<file path="src/rtl/fetch_queue_if.sv">
`default_nettype none
// ============================================================================
// Module      : fetch_queue_if
// Description : Fetch-to-decode handshake bundle for fetch_queue.
// Revision    : 1.0 - initial release
// ============================================================================
interface fetch_queue_if #(
    parameter int DEPTH = 4
);
    logic                       in_valid;
    logic [63:0]                in_pc;
    logic [31:0]                in_instr;
    logic                       pc_en;
    logic                       out_valid;
    logic                       out_ready;
    logic [63:0]                out_pc;
    logic [31:0]                out_instr;
    logic [$clog2(DEPTH):0]     count;

    // Fetch/decode side
    modport master (
        output in_valid, in_pc, in_instr, out_ready,
        input  pc_en, out_valid, out_pc, out_instr, count
    );

    // Queue side
    modport slave (
        input  in_valid, in_pc, in_instr, out_ready,
        output pc_en, out_valid, out_pc, out_instr, count
    );
endinterface
`default_nettype wire

</file>
<file path="src/rtl/fetch_queue.sv">
`default_nettype none
// ============================================================================
// Module      : fetch_queue
// Description : Circular instruction queue between fetch and decode with
//               flush; optional zero-latency bypass via FETCH_QUEUE_BYPASS_EN.
// Revision    : 1.0 - initial release
// ============================================================================
module fetch_queue #(
    parameter int DEPTH = 4
) (
    input  wire logic       clk,
    input  wire logic       reset,
    input  wire logic       flush,
    fetch_queue_if.slave    bus
);
    localparam int              c_AW         = $clog2(DEPTH);
    localparam logic [c_AW:0]   c_FULL_COUNT = (c_AW+1)'(DEPTH);
    localparam logic [31:0]     c_NOP        = 32'h0000_0013;

    logic [95:0]        r_mem [DEPTH];
    logic [c_AW-1:0]    r_wr_ptr;
    logic [c_AW-1:0]    r_rd_ptr;
    logic [c_AW:0]      r_count;

    logic               w_full;
    logic               w_empty;
    logic               w_bypass;
    logic               w_push;
    logic               w_pop;

    assign w_full  = (r_count == c_FULL_COUNT);
    assign w_empty = (r_count == '0);

`ifdef FETCH_QUEUE_BYPASS_EN
    assign w_bypass = w_empty && bus.in_valid && !flush;
`else
    assign w_bypass = 1'b0;
`endif

    // A bypassed entry that decode takes immediately never touches storage.
    assign w_push = bus.in_valid && !w_full && !flush && !(w_bypass && bus.out_ready);
    assign w_pop  = !w_empty && bus.out_ready && !flush;

    assign bus.pc_en = !w_full && !reset;
    assign bus.count = r_count;

    always_comb begin
        bus.out_valid = 1'b0;
        bus.out_pc    = 64'h0;
        bus.out_instr = c_NOP;
        if (!w_empty) begin
            bus.out_valid = 1'b1;
            bus.out_pc    = r_mem[r_rd_ptr][95:32];
            bus.out_instr = r_mem[r_rd_ptr][31:0];
        end else if (w_bypass) begin
            bus.out_valid = 1'b1;
            bus.out_pc    = bus.in_pc;
            bus.out_instr = bus.in_instr;
        end
    end

    always_ff @(posedge clk) begin
        if (reset || flush) begin
            r_wr_ptr <= '0;
            r_rd_ptr <= '0;
            r_count  <= '0;
        end else begin
            if (w_push) begin
                r_wr_ptr <= r_wr_ptr + c_AW'(1);
            end
            if (w_pop) begin
                r_rd_ptr <= r_rd_ptr + c_AW'(1);
            end
            case ({w_push, w_pop})
                2'b10:   r_count <= r_count + (c_AW+1)'(1);
                2'b01:   r_count <= r_count - (c_AW+1)'(1);
                default: r_count <= r_count;
            endcase
        end
    end

    // Storage is never visible while empty, so it carries no reset.
    always_ff @(posedge clk) begin
        if (w_push) begin
            r_mem[r_wr_ptr] <= {bus.in_pc, bus.in_instr};
        end
    end
endmodule
`default_nettype wire
</file>
<file path="src/flat_wrapper.sv">
// flat-port wrapper written by rule: the top's interface ports become plain ports
module fetch_queue_flat 
#(
    parameter int DEPTH = 4
)
  (clk, reset, flush, bus_in_valid, bus_in_pc, bus_in_instr, bus_out_ready, bus_pc_en, bus_out_valid, bus_out_pc, bus_out_instr, bus_count);
  fetch_queue_if #(.DEPTH(DEPTH)) bus_i ();
  input  wire logic clk;
  input  wire logic reset;
  input  wire logic flush;
  input wire logic [$bits(bus_i.in_valid)-1:0] bus_in_valid;
  input wire logic [$bits(bus_i.in_pc)-1:0] bus_in_pc;
  input wire logic [$bits(bus_i.in_instr)-1:0] bus_in_instr;
  input wire logic [$bits(bus_i.out_ready)-1:0] bus_out_ready;
  output wire logic [$bits(bus_i.pc_en)-1:0] bus_pc_en;
  output wire logic [$bits(bus_i.out_valid)-1:0] bus_out_valid;
  output wire logic [$bits(bus_i.out_pc)-1:0] bus_out_pc;
  output wire logic [$bits(bus_i.out_instr)-1:0] bus_out_instr;
  output wire logic [$bits(bus_i.count)-1:0] bus_count;
  assign bus_i.in_valid = bus_in_valid;
  assign bus_i.in_pc = bus_in_pc;
  assign bus_i.in_instr = bus_in_instr;
  assign bus_i.out_ready = bus_out_ready;
  assign bus_pc_en = bus_i.pc_en;
  assign bus_out_valid = bus_i.out_valid;
  assign bus_out_pc = bus_i.out_pc;
  assign bus_out_instr = bus_i.out_instr;
  assign bus_count = bus_i.count;
  fetch_queue #(.DEPTH(DEPTH)) u_core (.clk(clk), .reset(reset), .flush(flush), .bus(bus_i));
endmodule
</file>
<file path="config.mk">
export PLATFORM = sky130hd
export DESIGN_NAME = fetch_queue_flat
export DESIGN_NICKNAME = d
export VERILOG_FILES = /design/src/rtl/fetch_queue_if.sv /design/src/rtl/fetch_queue.sv /design/src/flat_wrapper.sv
export SDC_FILE = /design/constraint.sdc
export NUM_CORES = 1
export LEC_CHECK = 0
export CORE_ASPECT_RATIO = 0.7
export CORE_UTILIZATION = 40
export CTS_CLUSTER_SIZE = 16
export DETAILED_ROUTE_END_ITERATION = 6
export PLACE_DENSITY = 0.65
export REMOVE_ABC_BUFFERS = 1
export SYNTH_ARGS = -nofsm -noshare
export SYNTH_HDL_FRONTEND = slang
export SYNTH_SLANG_ARGS = --single-unit
export TNS_END_PERCENT = 100
</file>
<file path="constraint.sdc">
create_clock -name clk -period 3.5 [get_ports clk]
set_input_delay 0.35 -clock clk [delete_from_list [all_inputs] [get_ports clk]]
set_output_delay 0.35 -clock clk [all_outputs]
set_load 0.05 [all_outputs]
</file>
## Yosys cells after proc, flatten, opt, wreduce, memory -nomap -nowiden

Memories as Yosys holds them, arrays and structs flattened. A register that Yosys moved wholly into a read port is not among the register bits.
Index checks and enable logic that the tools add are counted.

- Register bits: 7
- RAM bits: 384
- Input port bits: 101
- Output and inout port bits: 101
- Word-level logic and storage cells: 31
- Memories kept: 1

- $add $sub $neg: 4
- Equal/unequal tests: 3
- Multiplexer cells: 8
- Reductions and logical operators: 12

Memory list:

| memory | depth | bits a word | rd ports | clocked after Yosys merged registers in | write ports | RTL line | text |
|---|---|---|---|---|---|---|---|
| u_core.r_mem | 4 | 96 | 1 | 1 | 1 | fetch_queue.sv:20 | `logic [95:0] r_mem [DEPTH];` |

Operators by type and width:

| operator | number |
|---|---|
| 64-bit 2-to-1 mux | 1 |
| 32-bit 2-to-1 mux | 1 |
| 3-bit one-hot mux with 2 select lines | 1 |
| 1-bit logical AND | 5 |
| 2-bit by 1-bit adder with 2-bit output, second input constant | 2 |
| 1-bit zero test | 4 |
| 2-bit 2-to-1 mux | 2 |
| 3-bit by 1-bit adder with 3-bit output, second input constant | 1 |
| 3-bit == test, second input constant | 1 |
| 3-bit zero test | 1 |
| 1-bit 2-to-1 mux | 3 |
| 3-bit by 1-bit subtractor with 3-bit output, second input constant | 1 |
| 2-bit by 1-bit == test with 1-bit output, second input constant | 1 |
| 2-bit == test, second input constant | 1 |
| 2-bit nonzero test | 1 |
| 1-bit logical OR | 1 |

## Logic depth before layout (Yosys ltp)

- Word-level depth: 6
- Gate-level depth with buffers: 10

## Least setup slack after synthesis

OpenSTA, ideal clock, no wires.

- Path kind: reg2reg
- From: register u_core.r_count[0] (netlist: u_core.bus.count[0])
- To: memory u_core.r_mem[0][0], enable pin
- Setup time: 466 ps
- Arrival: 3417 ps
- Data required time: 3034 ps
- Slack: -383 ps
- Stages on the path, launching flop included: 4
- Buffers on the path: 1
- Period minus slack after synthesis: 3883 ps
- Cell sequence: dfxtp_1 > or3b_1 > clkbuf_1 > and3_1

- Cells in the longest elaborated chain, start to end: 6

Ends and longest elaborated chain:

| element | RTL line | text |
|---|---|---|
| start, declared | fetch_queue.sv:23 | `logic [c_AW:0] r_count;` |
| start signal, assigned | fetch_queue.sv:75 | `2'b10: r_count <= r_count + (c_AW+1)'(1);` |
| start signal, assigned | fetch_queue.sv:76 | `2'b01: r_count <= r_count - (c_AW+1)'(1);` |
| start signal, assigned | fetch_queue.sv:77 | `default: r_count <= r_count;` |
| 3-bit == test | fetch_queue.sv:31 | `assign w_full = (r_count == c_FULL_COUNT);` |
| 1-bit zero test | fetch_queue.sv:41 | `assign w_push = bus.in_valid && !w_full && !flush && !(w_bypass && bus.out_ready);` |
| 1-bit logical AND (2 in a row) | fetch_queue.sv:41 |  |
| 1-bit 2-to-1 mux | fetch_queue.sv:84 | `if (w_push) begin` |
| 1-bit 2-to-1 mux (implied by the code) | fetch_queue.sv:85 | `r_mem[r_wr_ptr] <= {bus.in_pc, bus.in_instr};` |
| end, declared | fetch_queue.sv:20 |  |

No other way between the ends.

==> results.md <==
* Result of the run: complete, no violations
* Clock latency at the later pin of the worst-skew pair at 530 ps
* Worst VDD drop at 0.000320 V
* TritonRoute pass-1 iters at 5
* Cells after Synth at 666
* List of cells traversed by the critical path: buf_4 > mux4_2 > and2_1 > clkdlybuf4s50_1
* Yosys warns at 0
* Startpoint type of the worst setup path: register
* Fin worst setup slack at 225 ps
* Post-CTS Setup Repair Bufs at 0
* Wire per inst at 21.1 um
* Via count of the first global-routing pass at 7,557
* HPWL Detailed at 18.0 mm
* Kind of critical path: reg2out
* Cells after DPL at 1,348
* Chip Width at 233 um
* Pin count of the biggest net entering global routing at 97
* Final setup violation count at 0
* Leading cell types in the layout, fill and taps excluded: sky130_fd_sc_hd__edfxtp_1 (384), sky130_fd_sc_hd__clkdlybuf4s50_1 (197), sky130_fd_sc_hd__mux4_2 (96)
* Count of state elements after synthesis at 393
* Residual DRC count at 0
* Final hold vios at 0
* Antenna violations before repair at 1
* Tot GR Track Use at 0.159
* First-pass GRT wire length at 45.3 mm
* Clock-pin slew reported for the worst setup and hold paths after clock tree synthesis at 60 ps
* Relative slew slack at 0.504
* Most common cell after layout, fill and taps aside: sky130_fd_sc_hd__edfxtp_1
* Die Footprint at 38,200 um^2
* Stage delay of the slowest cell on the critical path at 700 ps
* Clock tree from TritonCTS: yes
* Arrival time of data at the critical path endpoint at 2920 ps
* Detailed-route vias per instance at 5.05
* Post-route clock period utilization at 0.936
* Max stage delay cell, worst path: sky130_fd_sc_hd__clkdlybuf4s50_1
* DRC violation total after the first TritonRoute iteration at 448
* Antenna cells at 0
* Grt total ovfl at 0
* Leakage component of the power at 6.05 nW
* PwrDens at 529 nW/um^2
* Setup clock skew after layout at 13.3 ps
* Number of buffers created by CTS at 38
* Antenna-violating nets left at 0
* H-tree depth reported by CTS at 2
* Req. time, crit path at 3150 ps
* Mean instance size in the synthesized netlist at 22.5 um^2
* Distinct cell type count of the synthesized netlist at 27
* Top-Level Pins at 202
* Core area at 36,400 um^2
* Number of buffers inserted by port buffering at 201
* Area added between synthesis and finish at 27.7%
* Number of buffers between clock root and the deepest sink at 3
* CTS Hold Buffers Added at 0
* # rows at 58
* # clock sinks at 393
* Utilization of the core after routing at 0.526
* Synthesized area at 15,000 um^2
* Die Y-Extent at 164 um
* Effective utilization at floorplan at 0.412
* Peak clock frequency supported by timing at 305 MHz
* Min-delay worst type: in2reg
* Fin. max-slew vios at 0
* Transition time at the pin with the least slew margin at 743 ps
* Post-Layout Cell Count at 1,416
* Min Tclk post-route at 3270 ps
* Proportion of synthesized chip area in sequential cells at 0.782
* Setup repair after global routing missed its margin: no
* Max Fanout on Critical Path at 23
* Number of nets in the layout at 1,015
* Power, Total at 10.1 mW
* Clk Tree Root Cell: sky130_fd_sc_hd__clkbuf_16
* Endpoint kind of the worst setup timing path: output port
* Number of gates resized after cts at 0
* Total via count after detailed routing at 7,153
* Routed wire length at 29.9 mm
* RePlAce Congestion at 0.724
* Fraction of layout cells with a size suffix above 1 at 0.209
* Setup WS pre-CTS at 739 ps
* Number of max-capacitance violations reported at 0
==> worst paths after layout <==
| check | from | endpoint | slack, ps | depth (start not counted) |
|---|---|---|---|---|
| hold / removal | bus_in_instr[28] | u_core.r_mem[2][28] | 450 | 1 |
| setup reg to reg | u_core.bus.count[2] | u_core.bus.count[2] | 1060 | 9 |
| setup / recovery | register | bus_out_pc[29] | 230 | 4 |
| hold reg to reg | u_core.r_rd_ptr[1] | register | 500 | 2 |
==> synthesized netlist by cell type, drive strengths merged <==
| master | number | area share |
|---|---|---|
| edfxtp | 384 | 0.77 |
| mux4 | 96 | 0.14 |
| and2 | 94 | 0.039 |
| buf | 17 | 0.0088 |
| clkbuf | 17 | 0.0043 |
| dfxtp | 9 | 0.012 |
| inv | 7 | 0.0018 |
| nor2 | 7 | 0.0018 |
| ha | 5 | 0.0042 |
| a21oi | 4 | 0.0013 |
| and3 | 4 | 0.0017 |
| or2 | 4 | 0.0017 |
| xor2 | 3 | 0.0018 |
| nor2b | 2 | 0.00084 |
| o21ai | 2 | 0.00067 |
| o31ai | 2 | 0.0010 |
| or3 | 2 | 0.00084 |
| a21o | 1 | 0.00050 |
| fa | 1 | 0.0013 |
| nand2 | 1 | 0.00025 |
| nand3 | 1 | 0.00033 |
| nand4 | 1 | 0.00042 |
| nor3 | 1 | 0.00067 |
| or3b | 1 | 0.00058 |
==> through the flow <==
step	hold WS (ps)	area, um^2	TNS, ps
2_1_floorplan	449	14800	-280900
3_3_place_gp	490	17800	0
3_5_place_dp	498	17800	0
4_1_cts	421	19100	0
5_1_grt	449	19100	0
6_report	454	19100	0
==> report_power, final <==
part / internal (mW) / switching (mW)
clock: 2.65 / 1.66
sequential: 5.23 / 0.0176
combinational: 0.254 / 0.306
total: 8.13 / 1.99
==> logic make-up (layout without fill, tap and decap cells) <==
logic type	after synthesis	in the layout	synth area share
muxes	96	96	0.144
AOI/OAI and AO/OA	9	9	0.00351
DFF	393	393	0.782
adders and majority gates	6	6	0.00551
and+or+nand+nor	118	118	0.0483
xor gates and xnor gates	3	3	0.00175
buffers and inverters	41	311	0.0148
==> routing by layer <==
metal | wire length (um) | GRT usage
met2 | 14000 | 0.246
met5 | 13 | 0
met3 | 1900 | 0.0408
met4 | 460 | 0.0371
met1 | 13500 | 0.227
==> state kept, by name, indices dropped and copies added, names as in the netlist, named ones only <==
signal	flops
u_core.r_rd_ptr	2
u_core.r_mem	384
u_core.bus.count	3
u_core.r_wr_ptr	2
==> critical path, delay by kind of cell, from the launching register on <==
kind	cells	cell delay, ps
buffers and inverters	2	980
DFF	1	660
muxes	1	550
and+or+nand+nor	1	180
==> layout make-up <==
type | count | area (um^2)
clock buffers | 49 | 1060
clock inverters | 19 | 264
fillers | 2836 | 17200
inverters | 7 | 26.3
multi-input cells | 232 | 3070
flip-flops and latches | 393 | 11700
well taps | 480 | 601
repair buffers | 236 | 2390
No activity file was read; power rests on OpenSTA's default activity.
==> patch: new RTL, same flow settings <==
Add a define of `FETCH_QUEUE_BYPASS_EN`.
--- a/src/rtl/fetch_queue.sv
+++ b/src/rtl/fetch_queue.sv
@@ -5,6 +5,8 @@
 //               flush; optional zero-latency bypass via FETCH_QUEUE_BYPASS_EN.
 // Revision    : 1.0 - initial release
 // ============================================================================
+`define FETCH_QUEUE_BYPASS_EN
+
 module fetch_queue #(
     parameter int DEPTH = 4
 ) (
Check against the original RTL: not equivalent (a bounded check fails within 4 cycles, from zero or initial values).
==> patch against the original RTL <==
Non-clock buffer count fell by 18; wire length is 4.0% higher; sequential cell count did not move; cell area rose by 1.2%; highest routed layer is now met4; worst setup slack worse by 0.12 ns; critical endpoint is now bus_out_pc[39]; clock power about the same; total power up 1.7%; synthesized area up 2.5%; utilization down 1.0 points; clock skew up 0.0039 ns.
==> patch: results (changes against the original RTL) <==
Setup path
The critical-path maximum fanout is 46 (+100%). The cell with the largest stage delay on the worst path is sky130_fd_sc_hd__clkdlybuf4s50_1. The critical path data arrival time is 3.05 ns (+0.13 ns). The maximum single-stage delay on the critical path is 0.80 ns (+0.10 ns).

Clocking
The number of buffers added by the clock tree synthesis step was 39 (+2.6%). The count of H-tree levels built during CTS is 2 (unchanged). The total of cells resized after clock tree synthesis is 1 (+1). The number of buffers between clock root and the deepest sink is 3 (unchanged).

STA
The actual slew at the worst max-slew pin came to 0.613 ns (-0.129 ns). The setup clock skew after layout was 0.0171 ns (+0.00389 ns).

Yosys
The post-synthesis share of cell area spent on xor and xnor gates is 0.285% (+0.11 points). The count of different cell masters after synthesis is 28 (+3.7%). The proportion of synthesized flip-flops having asynchronous set or reset was 0% (unchanged). Sorting the synthesized cells by area gives the leading types as sky130_fd_sc_hd__edfxtp_1, sky130_fd_sc_hd__mux4_2, sky130_fd_sc_hd__a22o_1, sky130_fd_sc_hd__dfxtp_1, sky130_fd_sc_hd__buf_8. By count the netlist is led by sky130_fd_sc_hd__edfxtp_1, sky130_fd_sc_hd__mux4_2, sky130_fd_sc_hd__a22o_1. The compound-gate portion of the synthesized area came to 5.64% (+5.3 points). The adder and majority cell fraction of the synthesized area was 0.538% (-0.013 points). The multiplexer share of the synthesized area is 14.2% (-0.28 points). The average cell area after synthesis came to 22.7 um^2 (+0.80%).

The part of the Yosys area used for sequential elements is 76.3% (-1.9 points).

Route
The routed wire length per instance is 22.0 um (+4.6%). The first-pass iteration count of the detailed router is 4 (-1). The via count is 7,619 (+6.5%). The DRC violation total after the first TritonRoute iteration is 541 (+21%). The wire length after detailed routing is 31.1 mm (+4.0%).

Status
The run finished with clean final reports.

Finish
The number of nets in the layout is 999 (-1.6%). The number of fill cells in the layout is 2,934 (+3.5%). The number of inserted diodes is 0 (unchanged).

The fraction of layout cells with a size suffix above 1 is 19.5% (-1.4 points).

Placement
The worst setup timing slack at the placement stage is 0.447 ns (-0.292 ns). The total instance count after detailed placement came to 1,339 (-0.67%). The placed wire-length estimate after detailed placement came to 18.2 mm (+1.1%). The final RePlAce weighted congestion is 0.729 (+0.73%).

Global route
The total track usage is 16.0% (+0.063 points). The met1 track demand over resource is 23.4% (+0.68 points). The initial antenna violation count came to 0 (-1). The first-pass GRT wire length is 48.1 mm (+6.1%).

The global routing usage on met3 is 3.44% (-0.64 points). The largest net degree at the start of global routing is 73 (-25%). The fraction of met2 tracks used by global routing is 24.4% (-0.13 points). The via count of the first global-routing pass is 8,032 (+6.3%).

Power
The worst-case vdd ir drop is 430 uV (+34%). The static power due to leakage is 6.30 nW (+4.2%).
patch: cell count changes after synthesis, sizes merged, moves of 2 or more:
cell and change:
nor2b -2, o22a +3, buf +13, a22o +93
nor2 +4, and2 -90, and3 -4, clkbuf -3
o31ai -2
patch: stage by stage:
stage | power (mW) | cell area (um^2)
2_1_floorplan | 5.73 | 15000
3_3_place_gp | 6.09 | 18000
3_5_place_dp | 6.10 | 18000
4_1_cts | 10.4 | 19300
5_1_grt | 10.6 | 19300
6_report | 10.3 | 19300
patch: path summary, 6_finish.rpt:
kind / startpoint / endpoint / slack (ns) / cells past startpoint
max: u_core.bus.count[2] / bus_out_pc[39] / 0.10 / 5
max reg2reg: u_core.bus.count[0] / u_core.bus.count[2] / 1.14 / 9
min reg2reg: u_core.r_rd_ptr[0] / u_core.r_rd_ptr[0] / 0.53 / 2
min: bus_in_pc[10] / u_core.r_mem[1][42] / 0.50 / 1
patch: report_power, final:
part           internal, mW  switching, mW
clock network          2.58           1.72
logic                 0.313          0.463
registers              5.21         0.0105
total                  8.11           2.19
patch: cells by family (layout without fill, tap and decap cells):
| kind of cell | Yosys count | after routing |
|---|---|---|
| muxes | 97 | 97 |
| AOI/OAI and AO/OA | 101 | 101 |
| xor gates and xnor gates | 5 | 5 |
| DFF | 393 | 393 |
| buffers and inverters | 50 | 294 |
| and+or+nand+nor | 25 | 25 |
| adders and majority gates | 6 | 6 |
patch: layer usage:
layer,part of all wire (%),wire (um)
met2,46,14300
met3,5.8,1800
met1,46,14400
met5,0,0
met4,1.7,517
patch: cell type report:
class / instances / share of cell area, %
Sequential cell: 393 / 60.6
Timing Repair Buffer: 218 / 12.3
Tap cell: 488 / 3.16
Multi-Input combinational cell: 234 / 17.1
Inverter: 6 / 0.116
Clock inverter: 22 / 1.37
Clock buffer: 48 / 5.44
